`config.mk`:
```
export PLATFORM = sky130hd
export DESIGN_NAME = jstk_spi_master
export DESIGN_NICKNAME = d
export VERILOG_FILES = /design/src/rtl/jstk_spi_master.sv
export SDC_FILE = /design/constraint.sdc
export NUM_CORES = 1
export LEC_CHECK = 0
export ABC_AREA = 1
export ABC_CLOCK_PERIOD_IN_PS = 1400
export CORE_ASPECT_RATIO = 0.7
export CORE_UTILIZATION = 49
export CTS_BUF_LIST = sky130_fd_sc_hd__clkbuf_4 sky130_fd_sc_hd__clkbuf_8
export DETAILED_ROUTE_END_ITERATION = 7
export HOLD_SLACK_MARGIN = 0.05
export PLACE_DENSITY_LB_ADDON = 0.15
export SETUP_SLACK_MARGIN = 0.2
export SYNTH_ARGS = -nofsm -noshare
export SYNTH_HDL_FRONTEND = slang
export SYNTH_SLANG_ARGS = --single-unit
```
`constraint.sdc`:
```
create_clock -name CLK -period 1.4 [get_ports CLK]
set_clock_uncertainty 0.1 [all_clocks]
set_input_delay 0.28 -clock CLK [delete_from_list [all_inputs] [get_ports CLK]]
set_output_delay 0.28 -clock CLK [all_outputs]
set_load 0.05 [all_outputs]
```
`src/rtl/jstk_spi_master.sv`:
```
// jstk_spi_master: byte-level SPI master (mode 0, MSB first) for the PmodJSTK.
// A start request seen in IDLE is registered and acted on at the following
// edge. The byte is then clocked out on SCLK while MISO is sampled on each
// SCLK rising edge. A programmable gap keeps BUSY high after the last falling
// edge, which gives the joystick the inter-byte recovery time it needs.
// All outputs come straight from flops, so they only ever change on rising
// CLK edges.
module jstk_spi_master #(
  parameter int HALF_CYCLES = 1,
  parameter int GAP_CYCLES  = 1
) (
  input  logic       CLK,
  input  logic       RESET,
  input  logic       getByte,
  input  logic [7:0] sndData,
  input  logic       MISO,
  output logic       BUSY,
  output logic [7:0] RxData,
  output logic       MOSI,
  output logic       SCLK
);

  // Counter widths are sized so the counters just reach their terminal counts.
  localparam int HW = (HALF_CYCLES > 1) ? $clog2(HALF_CYCLES) : 1;
  localparam int GW = (GAP_CYCLES > 1) ? $clog2(GAP_CYCLES) : 1;
  localparam logic [HW-1:0] HALF_LAST = HW'(HALF_CYCLES - 1);
  localparam logic [GW-1:0] GAP_LAST  = GW'(GAP_CYCLES - 1);

  typedef enum logic [1:0] {
    S_IDLE,
    S_LOW,
    S_HIGH,
    S_GAP
  } state_t;

  state_t        state_q, state_d;
  logic          start_q, start_d;        // request seen in IDLE, acted on next edge
  logic [HW-1:0] half_cnt_q, half_cnt_d;
  logic [2:0]    bit_cnt_q, bit_cnt_d;
  logic [GW-1:0] gap_cnt_q, gap_cnt_d;
  logic [7:0]    tx_q, tx_d;
  logic [7:0]    rx_q, rx_d;
  logic [7:0]    rxdata_q, rxdata_d;
  logic          sclk_q, sclk_d;
  logic          busy_q, busy_d;
  logic          mosi_q, mosi_d;

  logic          half_done;
  logic          gap_done;

  assign half_done = (half_cnt_q == HALF_LAST);
  assign gap_done  = (gap_cnt_q == GAP_LAST);

  // Next-state and next-output logic for the transfer sequencer.
  always_comb begin
    state_d    = state_q;
    start_d    = start_q;
    half_cnt_d = half_cnt_q;
    bit_cnt_d  = bit_cnt_q;
    gap_cnt_d  = gap_cnt_q;
    tx_d       = tx_q;
    rx_d       = rx_q;
    rxdata_d   = rxdata_q;
    sclk_d     = sclk_q;
    busy_d     = busy_q;
    mosi_d     = mosi_q;

    case (state_q)
      S_IDLE: begin
        sclk_d = 1'b0;
        busy_d = 1'b0;
        if (start_q) begin
          // The registered request launches the byte; a request that is
          // still high now is deliberately not re-armed.
          start_d    = 1'b0;
          tx_d       = sndData;
          mosi_d     = sndData[7];
          bit_cnt_d  = 3'd0;
          half_cnt_d = '0;
          busy_d     = 1'b1;
          state_d    = S_LOW;
        end else begin
          start_d = getByte;
        end
      end

      S_LOW: begin
        if (half_done) begin
          half_cnt_d = '0;
          sclk_d     = 1'b1;
          rx_d       = {rx_q[6:0], MISO};
          state_d    = S_HIGH;
        end else begin
          half_cnt_d = half_cnt_q + 1'b1;
        end
      end

      S_HIGH: begin
        if (half_done) begin
          half_cnt_d = '0;
          sclk_d     = 1'b0;
          if (bit_cnt_q != 3'd7) begin
            // MOSI moves on the falling edge, a full half-period ahead of
            // the next rising edge.
            tx_d      = {tx_q[6:0], 1'b0};
            mosi_d    = tx_q[6];
            bit_cnt_d = bit_cnt_q + 3'd1;
            state_d   = S_LOW;
          end else begin
            rxdata_d  = rx_q;
            gap_cnt_d = '0;
            state_d   = S_GAP;
          end
        end else begin
          half_cnt_d = half_cnt_q + 1'b1;
        end
      end

      S_GAP: begin
        sclk_d = 1'b0;
        if (gap_done) begin
          busy_d  = 1'b0;
          state_d = S_IDLE;
        end else begin
          gap_cnt_d = gap_cnt_q + 1'b1;
        end
      end

      default: begin
        state_d = S_IDLE;
        sclk_d  = 1'b0;
        busy_d  = 1'b0;
      end
    endcase
  end

  // State, datapath and output registers; reset abandons any byte in flight.
  always_ff @(posedge CLK) begin
    if (RESET) begin
      state_q    <= S_IDLE;
      start_q    <= 1'b0;
      half_cnt_q <= '0;
      bit_cnt_q  <= 3'd0;
      gap_cnt_q  <= '0;
      tx_q       <= 8'h00;
      rx_q       <= 8'h00;
      rxdata_q   <= 8'h00;
      sclk_q     <= 1'b0;
      busy_q     <= 1'b0;
      mosi_q     <= 1'b0;
    end else begin
      state_q    <= state_d;
      start_q    <= start_d;
      half_cnt_q <= half_cnt_d;
      bit_cnt_q  <= bit_cnt_d;
      gap_cnt_q  <= gap_cnt_d;
      tx_q       <= tx_d;
      rx_q       <= rx_d;
      rxdata_q   <= rxdata_d;
      sclk_q     <= sclk_d;
      busy_q     <= busy_d;
      mosi_q     <= mosi_d;
    end
  end

  assign BUSY   = busy_q;
  assign RxData = rxdata_q;
  assign MOSI   = mosi_q;
  assign SCLK   = sclk_q;

endmodule

```
After elaboration in Yosys (flattened, before gate mapping)
Cells that the tools add are included.
- logic and storage cells: 73
- flip-flop bits (word level): 34
- output and inout port bits: 11
- input bits: 12
- bitwise operators: 2
- add/sub/neg operators: 3
- mux-type cells: 32
- equality and inequality tests: 10
- reductions and logical operators: 15
- operators by type and width (kind ; number):
    two-way mux 7 bit ; 3
    case mux 7 bit (2 select lines) ; 1
    two-way mux 1 bit ; 13
    != test 2 bit (second input constant) ; 6
    two-way mux 2 bit ; 5
    two-way mux 3 bit ; 3
    case mux 1 bit (2 select lines) ; 4
    case mux 2 bit (4 select lines) ; 1
    AND reduction 2 bit ; 4
    AND reduction 4 bit ; 2
    nonzero test 2 bit ; 4
    case mux 3 bit (2 select lines) ; 1
    AND reduction 3 bit ; 2
    equality test 2 bit (second input constant) ; 2
    OR reduction 2 bit ; 2
    adder 3 x 1 -> 3 bit (second input constant) ; 1
    != test 3 bit (second input constant) ; 1
    case mux 1 bit (3 select lines) ; 1
    adder 1 bit (second input constant) ; 2
    equality test 2 x 1 -> 1 bit (second input constant) ; 1
    logical NOT 2 bit ; 1
    inverter 1 bit ; 2

Longest topological paths before layout
- depth after elaboration: 4
- gate-level depth with buffers: 8
- mapped depth without buffers: 8

Worst setup path after synthesis
OpenSTA, ideal clock, no wires.
- path type: register to register
- start point: reg state_q[0]
- end point: reg mosi_q (netlist: MOSI)
- slack: -0.071 ns
- stages on the path, launching flop included: 8
- buffers on the path: 1
- period minus slack after synthesis: 1.471 ns
- required time: 1.187 ns
- arrival time: 1.258 ns
- setup time: 0.113 ns
- path through: dfxtp_1 > inv_1 > ha_1 > nand2_1 > nand3_4 > buf_6 > nor2_1 > nor2_1
- longest elaborated chain between the ends: 3
- elaborated cells between the ends (all ways): 8
- those cells by class: eq/ne: 4; mux: 1; reduce/logical: 3
- RTL lines (what ; RTL line ; source):
    start, declared ; 36 ; state_t state_q, state_d;
    start signal, assigned ; 152 ; state_q <= state_d;
    equality test 2 bit or logical NOT 2 bit (tied branches) ; 68 ; case (state_q)
    != test 2 bit (no source line) or nonzero test 2 bit (tied branches) ; n/a ;
    AND reduction 4 bit (no source line) ; n/a ;
    end signal, assigned ; 162 ; mosi_q <= mosi_d;
    end, declared ; 46 ; logic mosi_q, mosi_d;
Several ways; a longest one is shown, not always the timed one.
A chain may end at the register's enable or synchronous reset.

Worst setup path after layout
- start point: reg state_q[0]
- end point: reg bit_cnt_q[0]
- longest elaborated chain between the ends: 3
- elaborated cells between the ends (all ways): 8
- those cells by class: eq/ne: 4; mux: 1; reduce/logical: 3
- RTL lines (what ; RTL line ; source):
    equality test 2 bit or logical NOT 2 bit (tied branches) ; 68 ;
    != test 2 bit (no source line) or nonzero test 2 bit (tied branches) ; n/a ;
    AND reduction 4 bit (no source line) ; n/a ;
    end signal, assigned ; 155 ; bit_cnt_q <= bit_cnt_d;
    end, declared ; 39 ; logic [2:0] bit_cnt_q, bit_cnt_d;
Several ways; a longest one is shown, not always the timed one.

==> impl_metrics.yaml <==
sta:
  setup_viol: 3
  timing.final.ws_setup_ns: -0.0555
  finalCritPeriodShare: 1.04
  worstMarginPinSlew_ns: 0.238
  drv_slew: 0
  finalCriticalPeriod_ns: 1.46
  final_hold_viol_count: 0
  slew_headroom: 0.839
  rsz0062_at_grt: "true"
  max_freq_ghz: 0.687
  holdWs_ns: 0.389
power:
  p_comb_frac: 0.527
  leakage_nw: 0.985
  netSwitchingPower_mw: 2.09
  switching_share: 0.451
  pwr-share-seq: 0.304
  p_int_mw: 2.54
  p_clk_frac: 0.169
  p_per_area_nw_per_um2: 1980
  vdd_drop_max_mv: 1.47
placed_design:
  portBuffers: 22
  hpwl_um: 2110
  dpl_cell_area_um2: 1860
  gp_congestion: 0.799
global_route:
  grt_max_degree: 27
  antenna_found_initial: 0
  gr-total-overflow: 0
  grt_pass1_vias: 1204
  grt_usage: 0.243
  grt_pass1_wl_um: 5360
yosys:
  ys_types: 19
  synth_area_leaders: "dfxtp_1, nor2_1, nand2_1"
  syn_area_um2: 1380
  synth_top_area_frac: 0.466
  yosys_warnings: 0
  ys_ff_latch: 32
  synth_largest_area_cell: "dfxtp_1"
  syn_inst: 189
  ys_seq_area_frac: 0.466
  synth_nets: 208
  postSynthAreaPerCell_um2: 7.28
cells_and_area:
  drive_above_1_share: 0.435
  stdcell_area_um2: 2340
  areaGrowthSynthToFinish_pct: 70.0
  layout.nets: 250
  antenna_cells: 0
drt:
  drtAntennaViolNets: 0
  vias_per_cell: 5.85
  drc: 0
  wirelength_um: 5510
  drt_iter0_drc: 106
  routed-via-count: 1555
  avgRoutedWirePerCell_um: 20.7
  drt-pass1-iter-count: 4
run_status:
  status: "finished with violations"
  violations: "negative setup slack"
clock_network:
  clkTransAtPathRegs_ns: 0.06
  cts_root_buf: "clkbuf_8"
  cts_max_level: 2
  insertion_delay_ns: 0.29
  cts_buffers: 5
  cts.sink_count: 32
  cts_buffer_depth: 2
  cts_tree: "yes"
setup_path:
  worstPathArrival_ns: 1.52
  crit_type: "flop to flop"
  crit_required_ns: 1.47
  rrSetupSlack_ns: -0.06
  endpoint: "bit_cnt_q[0]$_SDFFE_PP0P_"
  r2r_end: "bit_cnt_q[0]$_SDFFE_PP0P_"
  cp_max_fo: 5
  setup.worst_path.start_class: "flop"
  timing.rr.start: "state_q[0]$_SDFFE_PP0P_"
  crit_path_end_kind: "flop"
  critPathLaunch: "state_q[0]$_SDFFE_PP0P_"
  reg2regPathDepth: 7
run:
  max_cap_violations: 0
die:
  initial_core_util: 0.539
  io_pins: 23
  core_um2: 2550
  die_h_um: 46.3
  die-area_um2: 3030
  die_w_um: 65.3
  row_count: 15
min_path:
  min-delay-path-class: "flop to flop"
## worst min-delay path by stage
stage / start / to / slack (ns) / cells after the start
detailed placement: start_q$_SDFFE_PP0N_ / start_q$_SDFFE_PP0N_ / 0.37 / 2
CTS: start_q$_SDFFE_PP0N_ / start_q$_SDFFE_PP0N_ / 0.37 / 2
floorplan: RESET / bit_cnt_q[1]$_SDFFE_PP0P_ / 0.24 / 1
global placement: start_q$_SDFFE_PP0N_ / start_q$_SDFFE_PP0N_ / 0.35 / 2
finish: start_q$_SDFFE_PP0N_ / start_q$_SDFFE_PP0N_ / 0.39 / 2
global route: start_q$_SDFFE_PP0N_ / start_q$_SDFFE_PP0N_ / 0.40 / 2
## power by group through the flow
stage / combinational, mW / clock [mW] / sequential [mW]
floorplan: 0.964 / 0 / 1.43
global placement: 1.36 / 0 / 1.35
detailed placement: 1.44 / 0 / 1.36
CTS: 1.71 / 0.757 / 1.35
global route: 2.55 / 0.803 / 1.41
finish: 2.43 / 0.783 / 1.41
## cell usage after synthesis, drive strengths merged
master / instances
nor2: 54
nand2: 35
dfxtp: 32
o21ai: 23
inv: 22
ha: 7
a21oi: 5
buf: 4
nand3: 3
nand4: 2
a211oi: 1
clkbuf: 1
## cell families after synthesis
group / after synthesis / synth area share
buf+inv: 27 / 0.0837
fa+ha+maj: 7 / 0.0637
flops: 32 / 0.466
compound gates: 29 / 0.107
simple gates: 94 / 0.279
## critical path, cell delays in order (launching register included)
cell and delay (ns):
dfxtp_4 0.35, inv_4 0.08, ha_4 0.21, inv_6 0.07, nand2_8 0.10, nand3_4 0.15, nor2_1 0.18, nor2_1 0.09
## cells in the final DEF (no fill, tap or decap), types with 2 or more instances in the layout
cell type         n
nand4_1           2
nor2_2           17
nor2_1           32
clkinvlp_4        2
nor2_4            5
buf_12           14
dfxtp_1          19
a21oi_2           2
nand2_8           3
inv_1            16
ha_1              2
dfxtp_2           9
o21ai_2           6
nand3_4           4
clkbuf_16         2
nand3_1           2
o21ai_0           6
o21ai_1          11
nand2_1          27
ha_4              5
inv_6             2
clkbuf_8          6
inv_4             2
buf_4            10
nand2_2           5
dfxtp_4           4
a21oi_1           3
clkdlybuf4s50_1  11
## routing by layer
layer / GRT usage / wire length [um]
met1: 0.293 / 1990
met2: 0.419 / 2800
met3: 0.0594 / 437
met4: 0.113 / 278
met5: 0 / 0
## repair_timing
action                     4_1_cts  5_1_grt
hold buffers                     0        0
setup endpoints to repair       32       36
resized for setup               18       68
gates cloned                     2        3
pin swaps                        3       23
buffers inserted                 5        4
## stage by stage
step                       TNS [ns]  total power [mW]  instances  setup slack [ns]  utilization
after floorplan                   0              2.39        189             0.104            -
after global placement            0              2.70        244            0.0688        0.728
after detailed placement  -0.000339              2.80        244         -0.000339        0.728
after CTS                         0              3.82        259            0.0987        0.809
after global routing         -0.191              4.76        266           -0.0487        0.916
final                        -0.100              4.62        266           -0.0555        0.916
## cell type report
type	count	area [um^2]
Timing Repair Buffer	37	515
Inverter	22	114
Sequential cell	32	667
Tap cell	34	42.5
Clock inverter	1	7.51
Fill cell	93	215
Clock buffer	7	90.1
Multi-Input combinational cell	133	901
## flip-flops by register name (all words and copies together) (netlist names)
signal     cells
BUSY           1
start_q        1
tx_q           7
SCLK           1
MOSI           1
state_q        2
bit_cnt_q      3
RxData         8
rx_q           8
Power figures use the tool's default switching activity.
